--- src/rtl/cache_arbiter_if.sv ---
// Pipelined Wishbone bus bundle shared by the cache arbiter's masters and its
// downstream cache port.
interface if_wb #(
  parameter int AWIDTH = 32,
  parameter int DWIDTH = 32
);
  logic              cyc;
  logic              stb;
  logic              we;
  logic [AWIDTH-1:0] adr;
  logic [3:0]        sel;
  logic [DWIDTH-1:0] dat_o;
  logic [DWIDTH-1:0] dat_i;
  logic              ack;
  logic              stall;

  modport master (
    output cyc, stb, we, adr, sel, dat_o,
    input  dat_i, ack, stall
  );

  modport slave (
    input  cyc, stb, we, adr, sel, dat_o,
    output dat_i, ack, stall
  );
endinterface

--- src/rtl/cache_arbiter.sv ---
// Two-master Wishbone pipelined arbiter in front of the cache. The grant is
// held for a master's whole cycle, and acks still owed to a master that has
// dropped cyc are absorbed in a drain state.
module cache_arbiter #(
  parameter int AWIDTH  = 32,
  parameter int DWIDTH  = 32,
  parameter int OCWIDTH = 4
) (
  input  logic               clk_i,
  input  logic               rst_i,
  if_wb.slave                m0,
  if_wb.slave                m1,
  if_wb.master               outbus,
  output logic [1:0]         grant,
  output logic [OCWIDTH-1:0] outstanding
);

  typedef enum logic [1:0] {G_IDLE, G_M0, G_M1, G_DRAIN} state_t;

  localparam logic [OCWIDTH-1:0] COUNT_MAX = '1;
  localparam logic [OCWIDTH-1:0] COUNT_ONE = {{(OCWIDTH-1){1'b0}}, 1'b1};

  state_t               state_q, state_d;
  logic                 last_q, last_d;
  logic [OCWIDTH-1:0]   count_q, count_d;
  logic [1:0]           grant_q, grant_d;

  logic                 full;
  logic                 accept;
  logic                 retire;

  logic                 o_cyc, o_stb, o_we;
  logic [AWIDTH-1:0]    o_adr;
  logic [3:0]           o_sel;
  logic [DWIDTH-1:0]    o_dat;
  logic                 m0_ack, m0_stall, m1_ack, m1_stall;
  logic [DWIDTH-1:0]    m0_dat, m1_dat;

  assign full = (count_q == COUNT_MAX);

  // Bus routing: the owner sees the cache directly, everyone else is held off.
  // A full counter blocks new strobes so the count can never wrap.
  always_comb begin
    o_cyc    = 1'b0;
    o_stb    = 1'b0;
    o_we     = 1'b0;
    o_adr    = '0;
    o_sel    = '0;
    o_dat    = '0;
    m0_ack   = 1'b0;
    m0_stall = 1'b1;
    m0_dat   = '0;
    m1_ack   = 1'b0;
    m1_stall = 1'b1;
    m1_dat   = '0;
    unique case (state_q)
      G_M0: begin
        o_cyc    = m0.cyc;
        o_stb    = m0.stb & ~full;
        o_we     = m0.we;
        o_adr    = m0.adr;
        o_sel    = m0.sel;
        o_dat    = m0.dat_o;
        m0_ack   = outbus.ack;
        m0_stall = outbus.stall | full;
        m0_dat   = outbus.dat_i;
      end
      G_M1: begin
        o_cyc    = m1.cyc;
        o_stb    = m1.stb & ~full;
        o_we     = m1.we;
        o_adr    = m1.adr;
        o_sel    = m1.sel;
        o_dat    = m1.dat_o;
        m1_ack   = outbus.ack;
        m1_stall = outbus.stall | full;
        m1_dat   = outbus.dat_i;
      end
      G_DRAIN: begin
        o_cyc = 1'b1;
      end
      default: ;
    endcase
  end

  assign accept = o_cyc & o_stb & ~outbus.stall;
  assign retire = outbus.ack & (count_q != '0);

  // Next-state logic; a release only skips the drain when nothing is still owed.
  always_comb begin
    count_d = count_q;
    if (accept && !retire) begin
      count_d = count_q + COUNT_ONE;
    end else if (!accept && retire) begin
      count_d = count_q - COUNT_ONE;
    end

    state_d = state_q;
    unique case (state_q)
      G_IDLE: begin
        if (m0.cyc && m1.cyc) begin
          state_d = last_q ? G_M0 : G_M1;
        end else if (m0.cyc) begin
          state_d = G_M0;
        end else if (m1.cyc) begin
          state_d = G_M1;
        end
      end
      G_M0: begin
        if (!m0.cyc) begin
          if (count_d == '0) begin
            state_d = m1.cyc ? G_M1 : G_IDLE;
          end else begin
            state_d = G_DRAIN;
          end
        end
      end
      G_M1: begin
        if (!m1.cyc) begin
          if (count_d == '0) begin
            state_d = m0.cyc ? G_M0 : G_IDLE;
          end else begin
            state_d = G_DRAIN;
          end
        end
      end
      G_DRAIN: begin
        if (count_d == '0) begin
          state_d = G_IDLE;
        end
      end
      default: state_d = G_IDLE;
    endcase

    last_d  = last_q;
    grant_d = 2'b00;
    if (state_d == G_M0) begin
      last_d  = 1'b0;
      grant_d = 2'b01;
    end else if (state_d == G_M1) begin
      last_d  = 1'b1;
      grant_d = 2'b10;
    end
  end

  always_ff @(posedge clk_i or posedge rst_i) begin
    if (rst_i) begin
      state_q <= G_IDLE;
      last_q  <= 1'b1;
      count_q <= '0;
      grant_q <= 2'b00;
    end else begin
      state_q <= state_d;
      last_q  <= last_d;
      count_q <= count_d;
      grant_q <= grant_d;
    end
  end

  assign outbus.cyc   = o_cyc;
  assign outbus.stb   = o_stb;
  assign outbus.we    = o_we;
  assign outbus.adr   = o_adr;
  assign outbus.sel   = o_sel;
  assign outbus.dat_o = o_dat;

  assign m0.ack   = m0_ack;
  assign m0.stall = m0_stall;
  assign m0.dat_i = m0_dat;
  assign m1.ack   = m1_ack;
  assign m1.stall = m1_stall;
  assign m1.dat_i = m1_dat;

  assign grant       = grant_q;
  assign outstanding = count_q;

endmodule

--- src/flat_wrapper.sv ---
// flat-port wrapper written by rule: the top's interface ports become plain ports
module cache_arbiter_flat 
#(
  parameter int AWIDTH  = 32,
  parameter int DWIDTH  = 32,
  parameter int OCWIDTH = 4
)
  (clk_i, rst_i, grant, outstanding, m0_cyc, m0_stb, m0_we, m0_adr, m0_sel, m0_dat_o, m0_dat_i, m0_ack, m0_stall, m1_cyc, m1_stb, m1_we, m1_adr, m1_sel, m1_dat_o, m1_dat_i, m1_ack, m1_stall, outbus_cyc, outbus_stb, outbus_we, outbus_adr, outbus_sel, outbus_dat_o, outbus_dat_i, outbus_ack, outbus_stall);
  if_wb #(.AWIDTH(AWIDTH), .DWIDTH(DWIDTH)) m0_i ();
  if_wb #(.AWIDTH(AWIDTH), .DWIDTH(DWIDTH)) m1_i ();
  if_wb #(.AWIDTH(AWIDTH), .DWIDTH(DWIDTH)) outbus_i ();
  input  logic clk_i;
  input  logic rst_i;
  output logic [1:0] grant;
  output logic [OCWIDTH-1:0] outstanding;
  input wire logic [$bits(m0_i.cyc)-1:0] m0_cyc;
  input wire logic [$bits(m0_i.stb)-1:0] m0_stb;
  input wire logic [$bits(m0_i.we)-1:0] m0_we;
  input wire logic [$bits(m0_i.adr)-1:0] m0_adr;
  input wire logic [$bits(m0_i.sel)-1:0] m0_sel;
  input wire logic [$bits(m0_i.dat_o)-1:0] m0_dat_o;
  output wire logic [$bits(m0_i.dat_i)-1:0] m0_dat_i;
  output wire logic [$bits(m0_i.ack)-1:0] m0_ack;
  output wire logic [$bits(m0_i.stall)-1:0] m0_stall;
  input wire logic [$bits(m1_i.cyc)-1:0] m1_cyc;
  input wire logic [$bits(m1_i.stb)-1:0] m1_stb;
  input wire logic [$bits(m1_i.we)-1:0] m1_we;
  input wire logic [$bits(m1_i.adr)-1:0] m1_adr;
  input wire logic [$bits(m1_i.sel)-1:0] m1_sel;
  input wire logic [$bits(m1_i.dat_o)-1:0] m1_dat_o;
  output wire logic [$bits(m1_i.dat_i)-1:0] m1_dat_i;
  output wire logic [$bits(m1_i.ack)-1:0] m1_ack;
  output wire logic [$bits(m1_i.stall)-1:0] m1_stall;
  output wire logic [$bits(outbus_i.cyc)-1:0] outbus_cyc;
  output wire logic [$bits(outbus_i.stb)-1:0] outbus_stb;
  output wire logic [$bits(outbus_i.we)-1:0] outbus_we;
  output wire logic [$bits(outbus_i.adr)-1:0] outbus_adr;
  output wire logic [$bits(outbus_i.sel)-1:0] outbus_sel;
  output wire logic [$bits(outbus_i.dat_o)-1:0] outbus_dat_o;
  input wire logic [$bits(outbus_i.dat_i)-1:0] outbus_dat_i;
  input wire logic [$bits(outbus_i.ack)-1:0] outbus_ack;
  input wire logic [$bits(outbus_i.stall)-1:0] outbus_stall;
  assign m0_i.cyc = m0_cyc;
  assign m0_i.stb = m0_stb;
  assign m0_i.we = m0_we;
  assign m0_i.adr = m0_adr;
  assign m0_i.sel = m0_sel;
  assign m0_i.dat_o = m0_dat_o;
  assign m0_dat_i = m0_i.dat_i;
  assign m0_ack = m0_i.ack;
  assign m0_stall = m0_i.stall;
  assign m1_i.cyc = m1_cyc;
  assign m1_i.stb = m1_stb;
  assign m1_i.we = m1_we;
  assign m1_i.adr = m1_adr;
  assign m1_i.sel = m1_sel;
  assign m1_i.dat_o = m1_dat_o;
  assign m1_dat_i = m1_i.dat_i;
  assign m1_ack = m1_i.ack;
  assign m1_stall = m1_i.stall;
  assign outbus_cyc = outbus_i.cyc;
  assign outbus_stb = outbus_i.stb;
  assign outbus_we = outbus_i.we;
  assign outbus_adr = outbus_i.adr;
  assign outbus_sel = outbus_i.sel;
  assign outbus_dat_o = outbus_i.dat_o;
  assign outbus_i.dat_i = outbus_dat_i;
  assign outbus_i.ack = outbus_ack;
  assign outbus_i.stall = outbus_stall;
  cache_arbiter #(.AWIDTH(AWIDTH), .DWIDTH(DWIDTH), .OCWIDTH(OCWIDTH)) u_core (.clk_i(clk_i), .rst_i(rst_i), .m0(m0_i), .m1(m1_i), .outbus(outbus_i), .grant(grant), .outstanding(outstanding));
endmodule
--- config.mk ---
export PLATFORM = sky130hd
export DESIGN_NAME = cache_arbiter_flat
export DESIGN_NICKNAME = d
export VERILOG_FILES = /design/src/rtl/cache_arbiter_if.sv /design/src/rtl/cache_arbiter.sv /design/src/flat_wrapper.sv
export SDC_FILE = /design/constraint.sdc
export NUM_CORES = 1
export LEC_CHECK = 0
export ABC_AREA = 1
export CAP_MARGIN = 10
export CELL_PAD_IN_SITES_DETAIL_PLACEMENT = 0
export CELL_PAD_IN_SITES_GLOBAL_PLACEMENT = 1
export CORE_AREA = 2 2 125 127
export CTS_CLUSTER_DIAMETER = 50
export DETAILED_ROUTE_END_ITERATION = 8
export DIE_AREA = 0 0 127 129
export DONT_BUFFER_PORTS = 1
export PLACE_DENSITY = 0.51
export SKIP_CTS_REPAIR_TIMING = 1
export SLEW_MARGIN = 20
export SYNTH_ARGS = -nofsm -noshare
export SYNTH_HDL_FRONTEND = slang
export SYNTH_SLANG_ARGS = --single-unit
export TNS_END_PERCENT = 30
--- constraint.sdc ---
create_clock -name clk_i -period 2.8 [get_ports clk_i]
set_input_delay 0.56 -clock clk_i [delete_from_list [all_inputs] [get_ports clk_i]]
set_output_delay 0.56 -clock clk_i [all_outputs]
set_load 0.1 [all_outputs]
==> summary.md <==
| Metric | Value |
|---|---|
| GPL Wtd Cong | `0.9566` |
| Met2 wire len | `6923 um` |
| Sequential cell area fraction in the yosys report | `9.388%` |
| Final cell count without fillers | `803` |
| Crit-path cells | `inv_4, ha_1, nand2_2, nand3_2, nand2_2, inv_2, nand2_4, nand2_4, nand2_1, nand2_1, nand2_1, nand2_2, nor2_2, nand4_1, nand2_1, nand3_1, nand2_1, nand2_1, ha_1, o21ai_0` |
| CTS HTree Levels | `1` |
| Clk_lat worst skew | `0.24 ns` |
| Post-synthesis net count | `680` |
| Synth cell types | `27` |
| Yosys top cell area share | `36.26%` |
| Max Cap Viol | `0` |
| Synth Register Bits | `9` |
| Setup WS post-layout | `0.2300 ns` |
| EDFF count, synth | `0` |
| Initial antenna violation count | `0` |
| Slew margin rel. | `41.47%` |
| Area grow syn2layout | `145.6%` |
| Synth area leader | `nand2_1` |
| HPWL Detailed | `11000 um` |
| Worst path slowest cell | `dfrtp_2` |
| Met1 WL | `4536 um` |
| N_diodes | `0` |
| I/O pin cnt | `323` |
| Clock slew at reported path FFs | `0.04 ns` |
| Final hold violations | `0` |
| Hold Path Class | `input pin to asynchronous set/reset pin` |
| CTS buffer count | `3` |
| WL final | `12960 um` |
| Die W | `127 um` |
| CTS Root Cell | `clkbuf_16` |
| Post-synth top flop | `dfrtp_1` |
| Post-route DRC | `0` |
| Ratio of cells with drive above 1 in the final layout | `42.11%` |
| Initial Util | `16.11%` |
| Mapped cell area | `2412 sq um` |
| Kind of cell adding the most delay to the critical path | `simple AND/OR/NAND/NOR gates` |
| DR iter-0 viols | `114` |
| Multi-input gate area | `2155 sq um` |
| Required time worst endpoint | `2.96 ns` |
| CP peak stage delay | `0.43 ns` |
| Synth Warn # | `0` |
| # rows | `45` |
| Per-cell routed wire length | `16.14 um` |
| Average instance area after synthesis | `4.903 sq um` |
| Fillers | `1498` |
| Setup Slack @ Placement | `0.07982 ns` |
| Vias in the first global route | `3502` |
| Cells after Synth | `492` |
| Height of the die | `129 um` |
| Crit path DAT | `2.73 ns` |
| Area contributors post-synth | `nand2_1 (36%), a21oi_1 (15%), inv_1 (13%)` |
| Largest net degree at the start of global routing | `105` |
| Unrepaired setup endpoints after global routing | `false` |
| Die area | `16380 sq um` |
| Clock Sinks | `9` |
| Drt pass-1 iters | `4` |
| CP bufs+invs | `2` |
| Critical Path End Type | `flop` |
| Core Box Area | `14980 sq um` |
| Vias | `3511` |
| Port bufs | `0` |
| CTS tree | `yes` |
| Dpl cells | `799` |
| CP dominant cell by count | `nand2_1` |
| Grt ovf | `0` |
| Crit start category | `flop` |
| Fin crit share | `91.79%` |
| Status | `finished clean` |
| Async SR Flop Fraction | `100.0%` |
| Highest metal used | `met4` |
| Met3 WL | `1410 um` |
| Clock Path Buffers | `2` |
| Via density | `4.372` |
| Setup violations, final | `0` |
| Worst Max-Slew Pin Slew | `0.8786 ns` |
| Count of final max-slew check failures | `0` |
| CP max FO | `6` |
| Antenna Violating Nets Remaining | `0` |
| Crit Path Category | `flop to flop` |
| Gr usage total | `14.34%` |
| FMAX | `389.1 MHz` |
| Storage cell area | `229.0 sq um` |
| Skew final | `0.002114 ns` |
| Post-layout min period | `2.570 ns` |
| Nets@finish | `804` |
| First-pass GRT wire length | `18670 um` |
cell usage in the layout (no fill, tap or decap), types with 4 or more instances in the layout:
cell and count:
a21oi_1 4, a21oi_2 49, a21oi_4 20, buf_12 140, buf_4 11, dfrtp_1 6, ha_1 7, inv_1 82
inv_2 6, nand2_1 233, nand2_2 10, nand3_1 11, o21ai_0 4, xor2_1 4
kinds of logic after synthesis:
logic type / after synthesis / share of synthesized area (%)
AOI/OAI and AO/OA: 80 / 16.86
and+or+nand+nor: 267 / 47.04
DFF: 9 / 9.388
xor gates and xnor gates: 4 / 1.452
buffers and inverters: 122 / 20.07
adders and majority gates: 10 / 5.187
synth_stat cells, types with 3 or more instances:
cell and number:
dfrtp_1 8, nand2_4 3, inv_1 84, o21ai_0 4, nand3_1 11, nand2_2 10
xor2_1 4, a21oi_1 73, nand2_1 233, buf_6 3, buf_1 3, inv_2 5
clkbuf_1 25, ha_1 10
path summary, 6_finish.rpt:
| check | slack (ns) | start | end | depth (start not counted) |
|---|---|---|---|---|
| worst max-delay path | 0.23 | u_core.state_q[0] | u_core.last_q | 20 |
| worst min-delay path | 0.18 | rst_i | u_core.grant[1] | 1 |
| worst max register to register | 0.23 | u_core.state_q[0] | u_core.last_q | 20 |
| worst min register to register | 0.48 | u_core.last_q | u_core.last_q | 2 |
| max in group asynchronous | 2.31 | rst_i | u_core.last_q | 1 |
| min in group clk_i | 0.48 | u_core.last_q | u_core.last_q | 2 |
stage by stage:
step	setup TNS [ns]	util (%)	area, sq um	hold WS [ns]
detailed placement	0	38.86	5819	0.4406
global route	0	39.57	5926	0.2045
global placement	0	38.86	5819	0.4222
CTS	0	39.38	5898	0.1917
floorplan	-9.689	-	2758	0.3872
finish	0	39.57	5926	0.1830
cell type report:
| class | instances | share of cell area (%) |
|---|---|---|
| tap | 188 | 3.970 |
| timing repair buffer | 151 | 48.69 |
| inverter | 90 | 5.785 |
| multi-input combinational | 361 | 36.36 |
| sequential | 9 | 3.864 |
| clock buffer | 4 | 1.330 |
sequential cells by signal, summed over array words and instances (netlist names):
name / count
u_core.outstanding: 4
u_core.grant: 2
u_core.state_q: 2
u_core.last_q: 1
worst register-to-register path, cell delays in order (launching register included):
cell and delay [ns]:
dfrtp_2 0.43, inv_4 0.08, ha_1 0.23, nand2_2 0.07, nand3_2 0.06, nand2_2 0.06, inv_2 0.07, nand2_4 0.09
nand2_4 0.07, nand2_1 0.07, nand2_1 0.05, nand2_1 0.06, nand2_2 0.06, nor2_2 0.15, nand4_1 0.14, nand2_1 0.11
nand3_1 0.07, nand2_1 0.08, nand2_1 0.08, ha_1 0.29, o21ai_0 0.16
per-layer routing:
layer | vias to the layer above | track usage [%]
li1 | 1714 | -
met1 | 1579 | 15.65
met2 | 212 | 27.89
met3 | 6 | 4.823
met4 | 0 | 1.228
met5 | - | 0
Power is left out: the tool's default activity adds up to more than one toggle a clock period on the data nets, which glitch-free logic cannot reach.
